===== src/rtl/led_display_mux_ctrl.sv =====
// ---------------------------------------------------------------------------
// led_display_mux_ctrl
//
// Drives the game LEDs and a multiplexed bank of 7-segment digits that
// shows the current score.
//   * led  : one-cycle registered copy of (seq_led | user_input), or the
//            loss pattern while display_loss is high.
//   * score: loaded on score_valid and converted to BCD by a serial
//            double-dabble FSM (IDLE -> SHIFT x SCORE_W -> DONE). The
//            displayed digits change only in DONE, so a half-converted
//            value is never shown. A load request that arrives while busy
//            is remembered and started straight after DONE.
//   * scan : each digit is driven for SCAN_DIV cycles; an/seg are
//            registered together. Leading zeros are blanked and an
//            out-of-range score shows a dash on every digit.
//
// Optional feature: define LOSS_BLINK_EN to make the loss pattern blink
// (all-ones/all-zeros, BLINK_DIV cycles per half period). Without it the
// loss pattern is solid all-ones and BLINK_DIV is not used.
//
// Ports
//   clk          system clock, rising edge
//   rst          asynchronous active-high reset
//   seq_led      sequence playback pattern        [N_LED]
//   user_input   button echo pattern              [N_LED]
//   display_loss game-lost level
//   score        binary score                     [SCORE_W]
//   score_valid  single-cycle score load request
//   led          LED drive, active-high           [N_LED]
//   seg          segments {g,f,e,d,c,b,a}         [7]
//   an           one-hot digit enable             [N_DIGITS]
//   busy         conversion in progress
// ---------------------------------------------------------------------------
module led_display_mux_ctrl #(
    parameter int N_LED     = 4,
    parameter int N_DIGITS  = 2,
    parameter int SCORE_W   = 7,
    parameter int SCAN_DIV  = 1000,
    parameter int BLINK_DIV = 25000000
) (
    input  logic                clk,
    input  logic                rst,
    input  logic [N_LED-1:0]    seq_led,
    input  logic [N_LED-1:0]    user_input,
    input  logic                display_loss,
    input  logic [SCORE_W-1:0]  score,
    input  logic                score_valid,
    output logic [N_LED-1:0]    led,
    output logic [6:0]          seg,
    output logic [N_DIGITS-1:0] an,
    output logic                busy
);

    // Enough BCD digits to hold any SCORE_W-bit value (3 bits < 1 decimal
    // digit), and never fewer than the displayed digits.
    localparam int NB_FULL = (SCORE_W + 2) / 3;
    localparam int NB      = (NB_FULL > N_DIGITS) ? NB_FULL : N_DIGITS;
    localparam int BCD_W   = 4 * NB;
    localparam int DISP_W  = 4 * N_DIGITS;
    localparam int CNT_W   = $clog2(SCORE_W + 1);
    localparam int SCAN_W  = $clog2(SCAN_DIV + 1);
    localparam int IDX_W   = (N_DIGITS > 1) ? $clog2(N_DIGITS) : 1;

    typedef enum logic [1:0] {IDLE, SHIFT, DONE} state_t;

    state_t               state_reg, state_next;
    logic [SCORE_W-1:0]   bin_reg;
    logic [BCD_W-1:0]     bcd_reg;
    logic [CNT_W-1:0]     bit_cnt_reg;
    logic [SCORE_W-1:0]   score_cap_reg;
    logic                 pending_reg;
    logic                 load;
    logic [SCORE_W-1:0]   load_val;

    logic [DISP_W-1:0]    digits_reg;
    logic                 over_reg;
    logic                 over_next;

    logic [SCAN_W-1:0]    scan_cnt_reg;
    logic [IDX_W-1:0]     dig_idx_reg;
    logic [N_DIGITS-1:0]  upper_zero;

    logic [N_LED-1:0]     led_reg, loss_pattern;
    logic [6:0]           seg_reg, seg_next;
    logic [N_DIGITS-1:0]  an_reg;

    // ---------------------------------------------------------------
    // Double-dabble step: add 3 to every BCD nibble >= 5, then shift.
    // ---------------------------------------------------------------
    logic [BCD_W-1:0] bcd_adj;
    generate
        for (genvar gi = 0; gi < NB; gi++) begin : g_adj
            assign bcd_adj[4*gi +: 4] = (bcd_reg[4*gi +: 4] >= 4'd5) ?
                                        bcd_reg[4*gi +: 4] + 4'd3 :
                                        bcd_reg[4*gi +: 4];
        end
        // Any non-zero BCD digit above the displayed ones means overflow.
        if (NB > N_DIGITS) begin : g_over
            assign over_next = |bcd_reg[BCD_W-1:DISP_W];
        end else begin : g_no_over
            assign over_next = 1'b0;
        end
    endgenerate

    // ---------------------------------------------------------------
    // Converter FSM
    // ---------------------------------------------------------------
    always_comb begin
        state_next = state_reg;
        load       = 1'b0;
        load_val   = score;
        case (state_reg)
            IDLE: begin
                if (score_valid) begin
                    state_next = SHIFT;
                    load       = 1'b1;
                end
            end
            SHIFT: begin
                if (bit_cnt_reg == CNT_W'(SCORE_W - 1))
                    state_next = DONE;
            end
            DONE: begin
                // Chain directly into the next conversion; a request in
                // this very cycle is newer than the captured one.
                if (pending_reg || score_valid) begin
                    state_next = SHIFT;
                    load       = 1'b1;
                    load_val   = score_valid ? score : score_cap_reg;
                end else begin
                    state_next = IDLE;
                end
            end
            default: state_next = IDLE;
        endcase
    end

    assign busy = (state_reg != IDLE);

    always_ff @(posedge clk or posedge rst) begin
        if (rst) begin
            state_reg     <= IDLE;
            bin_reg       <= '0;
            bcd_reg       <= '0;
            bit_cnt_reg   <= '0;
            score_cap_reg <= '0;
            pending_reg   <= 1'b0;
            digits_reg    <= '0;
            over_reg      <= 1'b0;
        end else begin
            state_reg <= state_next;
            if (load) begin
                bin_reg     <= load_val;
                bcd_reg     <= '0;
                bit_cnt_reg <= '0;
            end else if (state_reg == SHIFT) begin
                bin_reg     <= bin_reg << 1;
                bcd_reg     <= {bcd_adj[BCD_W-2:0], bin_reg[SCORE_W-1]};
                bit_cnt_reg <= bit_cnt_reg + 1'b1;
            end
            if (load)
                pending_reg <= 1'b0;
            else if (score_valid && busy)
                pending_reg <= 1'b1;
            if (score_valid && busy)
                score_cap_reg <= score;
            // All displayed digits change together, only on a finished result.
            if (state_reg == DONE) begin
                digits_reg <= bcd_reg[DISP_W-1:0];
                over_reg   <= over_next;
            end
        end
    end

    // ---------------------------------------------------------------
    // Display scan
    // ---------------------------------------------------------------
    function automatic logic [6:0] seg_decode(input logic [3:0] d);
        case (d)
            4'd0:    seg_decode = 7'b0111111;
            4'd1:    seg_decode = 7'b0000110;
            4'd2:    seg_decode = 7'b1011011;
            4'd3:    seg_decode = 7'b1001111;
            4'd4:    seg_decode = 7'b1100110;
            4'd5:    seg_decode = 7'b1101101;
            4'd6:    seg_decode = 7'b1111101;
            4'd7:    seg_decode = 7'b0000111;
            4'd8:    seg_decode = 7'b1111111;
            4'd9:    seg_decode = 7'b1101111;
            default: seg_decode = 7'b0000000;
        endcase
    endfunction

    // upper_zero[i]: digit i and every digit above it are zero.
    always_comb begin
        logic acc;
        acc        = 1'b1;
        upper_zero = '0;
        for (int i = N_DIGITS - 1; i >= 0; i--) begin
            acc           = acc & (digits_reg[4*i +: 4] == 4'd0);
            upper_zero[i] = acc;
        end
    end

    always_comb begin
        seg_next = seg_decode(digits_reg[4*dig_idx_reg +: 4]);
        if (over_reg)
            seg_next = 7'b1000000;
        else if ((dig_idx_reg != '0) && upper_zero[dig_idx_reg])
            seg_next = 7'b0000000;
    end

    always_ff @(posedge clk or posedge rst) begin
        if (rst) begin
            scan_cnt_reg <= '0;
            dig_idx_reg  <= '0;
            an_reg       <= N_DIGITS'(1);
            seg_reg      <= 7'b0111111;
        end else begin
            if (scan_cnt_reg == SCAN_W'(SCAN_DIV - 1)) begin
                scan_cnt_reg <= '0;
                dig_idx_reg  <= (dig_idx_reg == IDX_W'(N_DIGITS - 1)) ?
                                '0 : dig_idx_reg + 1'b1;
            end else begin
                scan_cnt_reg <= scan_cnt_reg + 1'b1;
            end
            an_reg  <= N_DIGITS'(1) << dig_idx_reg;
            seg_reg <= seg_next;
        end
    end

    // ---------------------------------------------------------------
    // LED drive
    // ---------------------------------------------------------------
`ifdef LOSS_BLINK_EN
    localparam int BLINK_W = $clog2(BLINK_DIV + 1);
    logic               loss_d_reg;
    logic [BLINK_W-1:0] blink_cnt_reg, blink_cnt_next;
    logic               blink_on_reg, blink_on_next;

    // A rising display_loss restarts the blink in the all-ones phase.
    always_comb begin
        blink_cnt_next = '0;
        blink_on_next  = 1'b1;
        if (display_loss && loss_d_reg) begin
            if (blink_cnt_reg == BLINK_W'(BLINK_DIV - 1)) begin
                blink_cnt_next = '0;
                blink_on_next  = ~blink_on_reg;
            end else begin
                blink_cnt_next = blink_cnt_reg + 1'b1;
                blink_on_next  = blink_on_reg;
            end
        end
    end

    always_ff @(posedge clk or posedge rst) begin
        if (rst) begin
            loss_d_reg    <= 1'b0;
            blink_cnt_reg <= '0;
            blink_on_reg  <= 1'b1;
        end else begin
            loss_d_reg    <= display_loss;
            blink_cnt_reg <= blink_cnt_next;
            blink_on_reg  <= blink_on_next;
        end
    end

    assign loss_pattern = {N_LED{blink_on_next}};
`else
    assign loss_pattern = '1;
`endif

    always_ff @(posedge clk or posedge rst) begin
        if (rst)
            led_reg <= '0;
        else
            led_reg <= display_loss ? loss_pattern : (seq_led | user_input);
    end

    assign led = led_reg;
    assign seg = seg_reg;
    assign an  = an_reg;

endmodule

===== config.mk =====
export PLATFORM = sky130hd
export DESIGN_NAME = led_display_mux_ctrl
export DESIGN_NICKNAME = d
export VERILOG_FILES = /design/src/rtl/led_display_mux_ctrl.sv
export SDC_FILE = /design/constraint.sdc
export NUM_CORES = 1
export LEC_CHECK = 0
export BUFFER_PORTS_ARGS = -buffer_cell sky130_fd_sc_hd__buf_2
export CAP_MARGIN = 5
export CORE_UTILIZATION = 58
export CTS_CLUSTER_SIZE = 10
export DETAILED_ROUTE_END_ITERATION = 7
export GPL_TIMING_DRIVEN = 0
export PLACE_DENSITY = 0.82
export SETUP_SLACK_MARGIN = 0.5
export SYNTH_ARGS = -nofsm -noshare
export SYNTH_HDL_FRONTEND = slang
export SYNTH_SLANG_ARGS = --single-unit

===== constraint.sdc =====
create_clock -name clk -period 2.5 [get_ports clk]
set_input_delay 0.5 -clock clk [delete_from_list [all_inputs] [get_ports clk]]
set_output_delay 0.5 -clock clk [all_outputs]
set_load 0.01 [all_outputs]

==> impl_metrics.sql, run 1 <==
INSERT INTO impl_metrics (metric_group, metric, value, unit) VALUES
('status', 'run_status', 'completed', ''),
('cells_and_area', 'syn_to_final_growth', '15.0', '%'),
('clock_network', 'path_clk_slew', '0.08', 'ns'),
('global_route', 'grt_start_max_net_pins', '37', ''),
('timing', 'post-route-period-util', '75.4', '%'),
('synth', 'yosys.area.top_type_share', '45.9', '%'),
('global_route', 'grt_pass1_wl', '10400', 'um'),
('timing', 'totalNegativeSetupSlack', '0', 'ns'),
('timing', 'setup_repair_after_global_routing_missed_its_margin', 'no', ''),
('synth', 'syn_inst', '304', ''),
('place', 'dp_hpwl', '4250', 'um'),
('pwr', 'leak_pwr', '1.65', 'nW'),
('cells_and_area', 'layout.cells.most_common_list', '58 x sky130_fd_sc_hd__dfrtp_1, 37 x sky130_fd_sc_hd__buf_2, 35 x sky130_fd_sc_hd__nand2_1, 25 x sky130_fd_sc_hd__o21ai_0, 17 x sky130_fd_sc_hd__nor2_1', ''),
('floorplan', 'std_cell_rows', '26', ''),
('cells_and_area', 'largest_register_ff_count', '12', ''),
('floorplan', 'chipWidth', '75.8', 'um'),
('synth', 'synth_nets', '338', ''),
('critical_path', 'worstSetupStartpointType', 'register', ''),
('cells_and_area', 'final_layout_net_count', '381', ''),
('critical_path', 'critical_path.max_fanout', '10', ''),
('pwr', 'ir_drop', '0.725', 'mV'),
('floorplan', 'initial_core_util', '61.2', '%'),
('global_route', 'number_of_global_route_vias_before_repair', '2321', ''),
('global_route', 'remaining_global_route_overflow', '0', ''),
('floorplan', 'floorplan.io_pins', '33', ''),
('critical_path', 'worstSetupPathType', 'register to output port', ''),
('synth', 'synth.ff_latch_count', '65', ''),
('floorplan', 'die-area', '5750', 'sq um'),
('synth', 'synthDominantAreaCellType', 'sky130_fd_sc_hd__dfrtp_1', ''),
('critical_path', 'critPathSlowestCell', 'sky130_fd_sc_hd__dfrtp_1', ''),
('floorplan', 'height_of_the_die', '75.8', 'um'),
('timing', 'max_slew_violation_count', '0', ''),
('place', 'finalWeightedCongestion', '0.866', ''),
('synth', 'synth-warning-count', '0', ''),
('critical_path', 'cp.arrival', '1.39', 'ns'),
('floorplan', 'core-area', '5170', 'sq um'),
('cells_and_area', 'mostFrequentLayoutCell', 'sky130_fd_sc_hd__dfrtp_1', ''),
('detailed_routing', 'drtPass1Iterations', '4', ''),
('run', 'drv.max_cap_violation_count', '0', ''),
('detailed_routing', 'wl_per_cell', '14.3', 'um'),
('clock_network', 'cts_tree', 'built', ''),
('critical_path', 'required_time_at_the_worst_slack_endpoint', '2.00', 'ns'),
('timing', 'fmax', '530', 'MHz'),
('pwr', 'power-per-cell-area', '1120', 'nW/um^2'),
('critical_path', 'crit_path_cell_trace', 'buf_2, or2_2, buf_2', ''),
('timing', 'final.hold.worst_slack', '0.270', 'ns'),
('clock_network', 'worstSkewPairLatency', '0.35', 'ns'),
('place', 'placement.io_buffers', '31', ''),
('timing', 'timing.final.hold_violations', '0', ''),
('critical_path', 'worst_path_largest_cell_delay', '0.39', 'ns'),
('detailed_routing', 'route.vias.total', '2346', ''),
('synth', 'postSynthAreaPerCell', '10.4', 'sq um'),
('synth', 'async_reset_ff_share', '100', '%'),
('cells_and_area', 'post_route_cells_drive_above_1_share', '24.1', '%'),
('timing', 'worst_clock_skew', '0.0108', 'ns'),
('synth', 'synth_ff_type', 'sky130_fd_sc_hd__dfrtp_1', ''),
('detailed_routing', 'drt_iter0_markers', '146', ''),
('global_route', 'grt_antenna_before_repair', '0', ''),
('clock_network', 'clk_root_buffer_cell', 'sky130_fd_sc_hd__clkbuf_8', ''),
('synth', 'yosys-top-cells-area', 'sky130_fd_sc_hd__dfrtp_1 46%, sky130_fd_sc_hd__ha_1 5.9%, sky130_fd_sc_hd__dfstp_2 5.8%, sky130_fd_sc_hd__nand2_1 4.2%, sky130_fd_sc_hd__o21ai_0 4.0%', ''),
('detailed_routing', 'detail_route.drc_violations', '0', ''),
('critical_path', 'endpoint_kind_of_the_worst_setup_timing_path', 'output port', ''),
('critical_path', 'cp_common_cell', 'sky130_fd_sc_hd__buf_2', ''),
('clock_network', 'cts.htree.levels', '3', ''),
('timing', 'slew_limit_headroom', '49.3', '%'),
('detailed_routing', 'total_length_of_routed_wires', '6050', 'um'),
('synth', 'synth-edff-count', '0', ''),
('synth', 'ys_types', '50', ''),
('synth', 'synth_sequential_area_ratio', '51.7', '%'),
('clock_network', 'cts.repair_timing.setup_buffer_count', '0', ''),
('detailed_routing', 'antenna_left', '0', '');
-- through the flow --
step	cells	util, %	setup WS [ns]	area (sq um)
detailed placement	406	66.3	0.658	3430
CTS	422	70.3	0.616	3630
finish	422	70.3	0.614	3640
global placement	405	65.9	0.707	3410
global route	422	70.3	0.544	3640
floorplan	304	-	0.892	3170
-- cell families (layout without fill, tap and decap cells) --
group	after synthesis	in the layout	synth area share [%]
and+or+nand+nor	101	101	16.0
AOI/OAI and AO/OA	67	67	13.5
DFF	65	65	51.7
buffers and inverters	28	76	3.92
muxes	17	17	5.89
adders and majority gates	15	15	5.93
xor gates and xnor gates	11	11	3.05
-- report_power, final --
part	leakage, nW	internal, mW	switching, mW	total (mW)
sequential	0.791	1.44	0.276	1.71
combinational	0.756	0.618	0.822	1.44
clock	0.0985	0.489	0.437	0.925
-- final cells by class --
cell class	count	area, sq um
multi-input combinational	211	1410
inverter	17	67.6
buffer	11	60.1
fill	363	1530
clock inverter	6	67.6
timing repair buffer	32	175
sequential	65	1640
tap	70	87.6
clock buffer	10	138
-- routing by layer --
| metal | global-route usage [%] | part of all wire (%) | wire [um] | up-vias |
|---|---|---|---|---|
| li1 | - | - | - | 1142 |
| met1 | 29.1 | 44 | 2650 | 1144 |
| met2 | 43.2 | 51 | 3090 | 48 |
| met3 | 7.28 | 3.4 | 206 | 12 |
| met4 | 9.88 | 1.7 | 103 | 0 |
| met5 | 0 | 0 | 0 | - |
-- timing repair --
item,4_1_cts,5_1_grt
hold buffers,0,0
endpoints found under the setup margin,0,1
resized for setup,0,1
-- path summary, 6_finish.rpt --
check,depth (start not counted),end,slack [ns],startpoint
worst max-delay path,3,busy,0.61,state_reg[0]
max in group asynchronous,3,bin_reg[4],1.64,rst
worst min register to register,0,an[1],0.42,dig_idx_reg
worst min-delay path,2,led[2],0.27,rst
min in group clk,2,led[0],0.33,seq_led[0]
worst max register to register,7,seg[3],0.64,dig_idx_reg
-- cells in the mapped netlist (all sizes together), types with 4 or more instances --
cell type,instances
or3,6
dfrtp,58
buf,9
xnor2,5
nand3b,4
nand2b,5
dfstp,7
nor2,18
nand2,36
a21oi,16
nand3,15
mux2i,7
nor3,4
ha,15
mux2,10
o21ai,26
inv,17
xor2,6
-- critical path: cells and delay by family, from the launching register on --
kind | cells | cell delay (ns)
buffers and inverters | 2 | 0.33
flip-flops | 1 | 0.39
AND/OR/NAND/NOR | 1 | 0.31
No activity file was read; power rests on OpenSTA's default activity.
==> run 2, diff against run 1 <==
--- a/config.mk
+++ b/config.mk
@@ -5,13 +5,14 @@
 export SDC_FILE = /design/constraint.sdc
 export NUM_CORES = 1
 export LEC_CHECK = 0
+export ABC_AREA = 1
 export BUFFER_PORTS_ARGS = -buffer_cell sky130_fd_sc_hd__buf_2
 export CAP_MARGIN = 5
-export CORE_UTILIZATION = 58
+export CORE_UTILIZATION = 59
 export CTS_CLUSTER_SIZE = 10
 export DETAILED_ROUTE_END_ITERATION = 7
 export GPL_TIMING_DRIVEN = 0
-export PLACE_DENSITY = 0.82
+export PLACE_DENSITY = 0.83
 export SETUP_SLACK_MARGIN = 0.5
 export SYNTH_ARGS = -nofsm -noshare
 export SYNTH_HDL_FRONTEND = slang
==> constraint.sdc (replaced) <==
create_clock -name clk -period 1.75 [get_ports clk]
set_input_delay 0.35 -clock clk [delete_from_list [all_inputs] [get_ports clk]]
set_output_delay 0.35 -clock clk [all_outputs]
set_load 0.01 [all_outputs]
==> impl_metrics.sql, run 2 <==
INSERT INTO impl_metrics (metric_group, metric, value, unit) VALUES
('critical_path', 'crit_path_cell_trace', 'buf_6, nand2_2, o21ai_4, ha_1, inv_2, nor2_4, nor2_1, nor2_1', ''),
('clock_network', 'cts.path.max_buffers', '2', ''),
('cells_and_area', 'largest_register_ff_count', '12', ''),
('cells_and_area', 'final_cell_area', '4690', 'sq um'),
('global_route', 'number_of_global_route_vias_before_repair', '2917', ''),
('critical_path', 'endpoint_kind_of_the_worst_setup_timing_path', 'register', ''),
('timing', 'min_period', '1.49', 'ns'),
('synth', 'yosys.area.top_type_share', '42.5', '%'),
('place', 'dp_hpwl', '4870', 'um'),
('global_route', 'grt_start_max_net_pins', '43', ''),
('synth', 'synthDominantAreaCellType', 'sky130_fd_sc_hd__dfrtp_1', ''),
('critical_path', 'worstSetupStartpointType', 'register', ''),
('detailed_routing', 'drt_iter0_markers', '332', ''),
('floorplan', 'height_of_the_die', '78.1', 'um'),
('timing', 'max_slew_violation_count', '0', ''),
('synth', 'synth-warning-count', '0', ''),
('detailed_routing', 'routed_via_density', '5.97', ''),
('synth', 'synth.ff_latch_count', '65', ''),
('clock_network', 'cts_buffers', '9', ''),
('detailed_routing', 'route.vias.total', '3383', ''),
('critical_path', 'r2r-end', 'seg[3]', ''),
('cells_and_area', 'fillCellCount', '275', ''),
('detailed_routing', 'wl_per_cell', '18.3', 'um'),
('global_route', 'remaining_global_route_overflow', '0', ''),
('critical_path', 'required_time_at_the_worst_slack_endpoint', '2.05', 'ns'),
('floorplan', 'chipWidth', '78.1', 'um'),
('place', 'placement.io_buffers', '32', ''),
('clock_network', 'clk_root_buffer_cell', 'sky130_fd_sc_hd__clkbuf_8', ''),
('synth', 'synth_sequential_area_ratio', '47.9', '%'),
('cells_and_area', 'syn_to_final_growth', '37.3', '%'),
('synth', 'synth-edff-count', '0', ''),
('synth', 'synth_nets', '439', ''),
('clock_network', 'cts_num_sinks', '65', ''),
('critical_path', 'worst_r2r_startpoint', 'dig_idx_reg', ''),
('critical_path', 'critPathSlowestCell', 'sky130_fd_sc_hd__dfrtp_1', ''),
('pwr', 'power-per-cell-area', '1810', 'nW/um^2'),
('synth', 'syn_inst', '405', ''),
('detailed_routing', 'detail_route.drc_violations', '0', ''),
('place', 'finalWeightedCongestion', '0.826', ''),
('critical_path', 'timing.reg2reg.setup_slack', '0.26', 'ns'),
('pwr', 'leak_pwr', '2.31', 'nW'),
('place', 'dpl-instance-area', '3710', 'sq um'),
('floorplan', 'initial_core_util', '61.7', '%'),
('timing', 'final.hold.worst_slack', '0.0337', 'ns'),
('global_route', 'grt_util_all_layers', '26.9', '%'),
('synth', 'ys_types', '31', ''),
('clock_network', 'cts.htree.levels', '3', ''),
('detailed_routing', 'top_layer', 'met4', ''),
('critical_path', 'timing.critical_path.buf_inv', '2', ''),
('floorplan', 'floorplan.io_pins', '33', ''),
('critical_path', 'worstSetupPathType', 'register to register', ''),
('clock_network', 'cts_tree', 'built', ''),
('clock_network', 'path_clk_slew', '0.08', 'ns'),
('detailed_routing', 'dr_wl_met2', '5090', 'um'),
('synth', 'syn-cell-area', '3420', 'sq um'),
('timing', 'slew_limit_headroom', '62.2', '%'),
('critical_path', 'worst_path_largest_cell_delay', '0.42', 'ns'),
('cells_and_area', 'post_route_cells_drive_above_1_share', '40.6', '%'),
('cells_and_area', 'layout.area.seq', '1640', 'sq um'),
('timing', 'timing.final.hold_violations', '0', ''),
('cells_and_area', 'mostFrequentLayoutCell', 'sky130_fd_sc_hd__nand2_1', ''),
('synth', 'synth_ff_type', 'sky130_fd_sc_hd__dfrtp_1', ''),
('floorplan', 'die-area', '6100', 'sq um'),
('timing', 'setup_violations', '0', ''),
('status', 'run_status', 'completed', ''),
('synth', 'yosys-top-cells-area', 'sky130_fd_sc_hd__dfrtp_1 42%, sky130_fd_sc_hd__nand2_1 12%, sky130_fd_sc_hd__nand3_1 6.2%, sky130_fd_sc_hd__inv_1 6.0%, sky130_fd_sc_hd__ha_1 5.5%', ''),
('timing', 'fmax', '672', 'MHz'),
('critical_path', 'critical-path-top-delay-family', 'flip-flops', ''),
('cells_and_area', 'antennaDiodeCount', '0', ''),
('floorplan', 'std_cell_rows', '27', ''),
('detailed_routing', 'total_length_of_routed_wires', '10400', 'um'),
('cells_and_area', 'multi_input_comb_area', '1790', 'sq um'),
('cells_and_area', 'layout.cells.most_common_list', '90 x sky130_fd_sc_hd__nand2_1, 57 x sky130_fd_sc_hd__dfrtp_1, 41 x sky130_fd_sc_hd__inv_1, 29 x sky130_fd_sc_hd__buf_4', ''),
('detailed_routing', 'wl_met1', '4100', 'um'),
('run', 'drv.max_cap_violation_count', '0', ''),
('floorplan', 'core-area', '5540', 'sq um'),
('pwr', 'ir_drop', '1.07', 'mV'),
('synth', 'postSynthAreaPerCell', '8.43', 'sq um'),
('cells_and_area', 'final_layout_net_count', '524', ''),
('detailed_routing', 'wl_met3', '818', 'um'),
('timing', 'setup_repair_after_global_routing_missed_its_margin', 'yes', ''),
('timing', 'tightest_slew', '0.566', 'ns'),
('critical_path', 'timing.reg2reg.worst_path_depth', '8', ''),
('clock_network', 'worstSkewPairLatency', '0.36', 'ns'),
('timing', 'worst_clock_skew', '0.0121', 'ns'),
('detailed_routing', 'drtPass1Iterations', '6', ''),
('detailed_routing', 'antenna_left', '0', ''),
('global_route', 'grt_antenna_before_repair', '0', ''),
('critical_path', 'cp_common_cell', 'sky130_fd_sc_hd__nor2_1', ''),
('synth', 'post-synth-top-count-cell', 'sky130_fd_sc_hd__nand2_1', ''),
('synth', 'async_reset_ff_share', '100', '%'),
('timing', 'totalNegativeSetupSlack', '0', 'ns'),
('critical_path', 'cp.arrival', '1.78', 'ns'),
('global_route', 'grt_pass1_wl', '12800', 'um'),
('timing', 'post-route-period-util', '85.0', '%'),
('synth', 'synth.cells.most_frequent', '106 x sky130_fd_sc_hd__nand2_1, 58 x sky130_fd_sc_hd__dfrtp_1, 55 x sky130_fd_sc_hd__inv_1', ''),
('min_path', 'worst_hold_path_type', 'input pin to asynchronous set/reset pin', ''),
('critical_path', 'critical_path.max_fanout', '8', ''),
('critical_path', 'cp_num_cells', '8', '');
## run 2: cell families (layout without fill, tap and decap cells)
| kind of cell | after synthesis | in the layout | share of synthesized area [%] |
|---|---|---|---|
| adder cells (fa/ha/maj) | 15 | 15 | 5.49 |
| AND/OR/NAND/NOR | 213 | 213 | 28.7 |
| AO/OA/AOI/OAI | 42 | 42 | 8.75 |
| buffers and inverters | 67 | 157 | 8.39 |
| XOR/XNOR | 3 | 3 | 0.769 |
| flip-flops | 65 | 65 | 47.9 |
## run 2: layer usage
metal	vias to the layer above	GRT usage (%)
li1	1469	-
met1	1637	32.9
met2	227	46.1
met3	50	4.88
met4	0	12.0
met5	-	0
## run 2: what timing repair did
item	in CTS	in global routing
cloned	0	3
pin swaps	11	32
setup buffers	13	25
gates resized for setup	28	80
hold buffers	0	0
setup endpoints to repair	32	51
## run 2: worst register-to-register path: stages, from the launching register on
cell                      delay, ns
sky130_fd_sc_hd__dfrtp_1       0.42
sky130_fd_sc_hd__buf_6         0.16
sky130_fd_sc_hd__nand2_2       0.09
sky130_fd_sc_hd__o21ai_4       0.09
sky130_fd_sc_hd__ha_1          0.34
sky130_fd_sc_hd__inv_2         0.06
sky130_fd_sc_hd__nor2_4        0.09
sky130_fd_sc_hd__nor2_1        0.06
sky130_fd_sc_hd__nor2_1        0.12
## run 2: worst max-delay path by stage
stage                 from      to  slack, ns
2_1_floorplan  dig_idx_reg  seg[3]       0.47
3_3_place_gp           rst  led[2]       0.24
3_5_place_dp   dig_idx_reg  seg[5]       0.31
4_1_cts        dig_idx_reg  seg[3]       0.34
5_1_grt        dig_idx_reg  seg[5]       0.20
6_report       dig_idx_reg  seg[3]       0.26
## run 2: through the flow
step	cells	utilization [%]	power, mW	setup slack [ns]
5_1_grt	567	84.6	8.91	0.195
4_1_cts	539	74.9	7.04	0.343
3_3_place_gp	509	66.6	4.97	0.238
2_1_floorplan	405	-	4.48	0.467
6_report	567	84.6	8.51	0.262
3_5_place_dp	510	67.0	5.13	0.312
## run 2: where the power goes
| group | leakage (nW) | internal, mW | switching, mW |
|---|---|---|---|
| Sequential | 0.778 | 2.07 | 0.381 |
| Clock | 0.115 | 0.945 | 0.654 |
| Combinational | 1.42 | 1.91 | 2.54 |
## run 2: final cells by class
cell class	instances	share of cell area [%]
buffer	7	1.81
sequential	65	34.9
clock buffer	9	2.64
tap	72	1.92
multi-input combinational	273	38.1
timing repair buffer	74	13.0
clock inverter	7	2.53
inverter	60	5.04
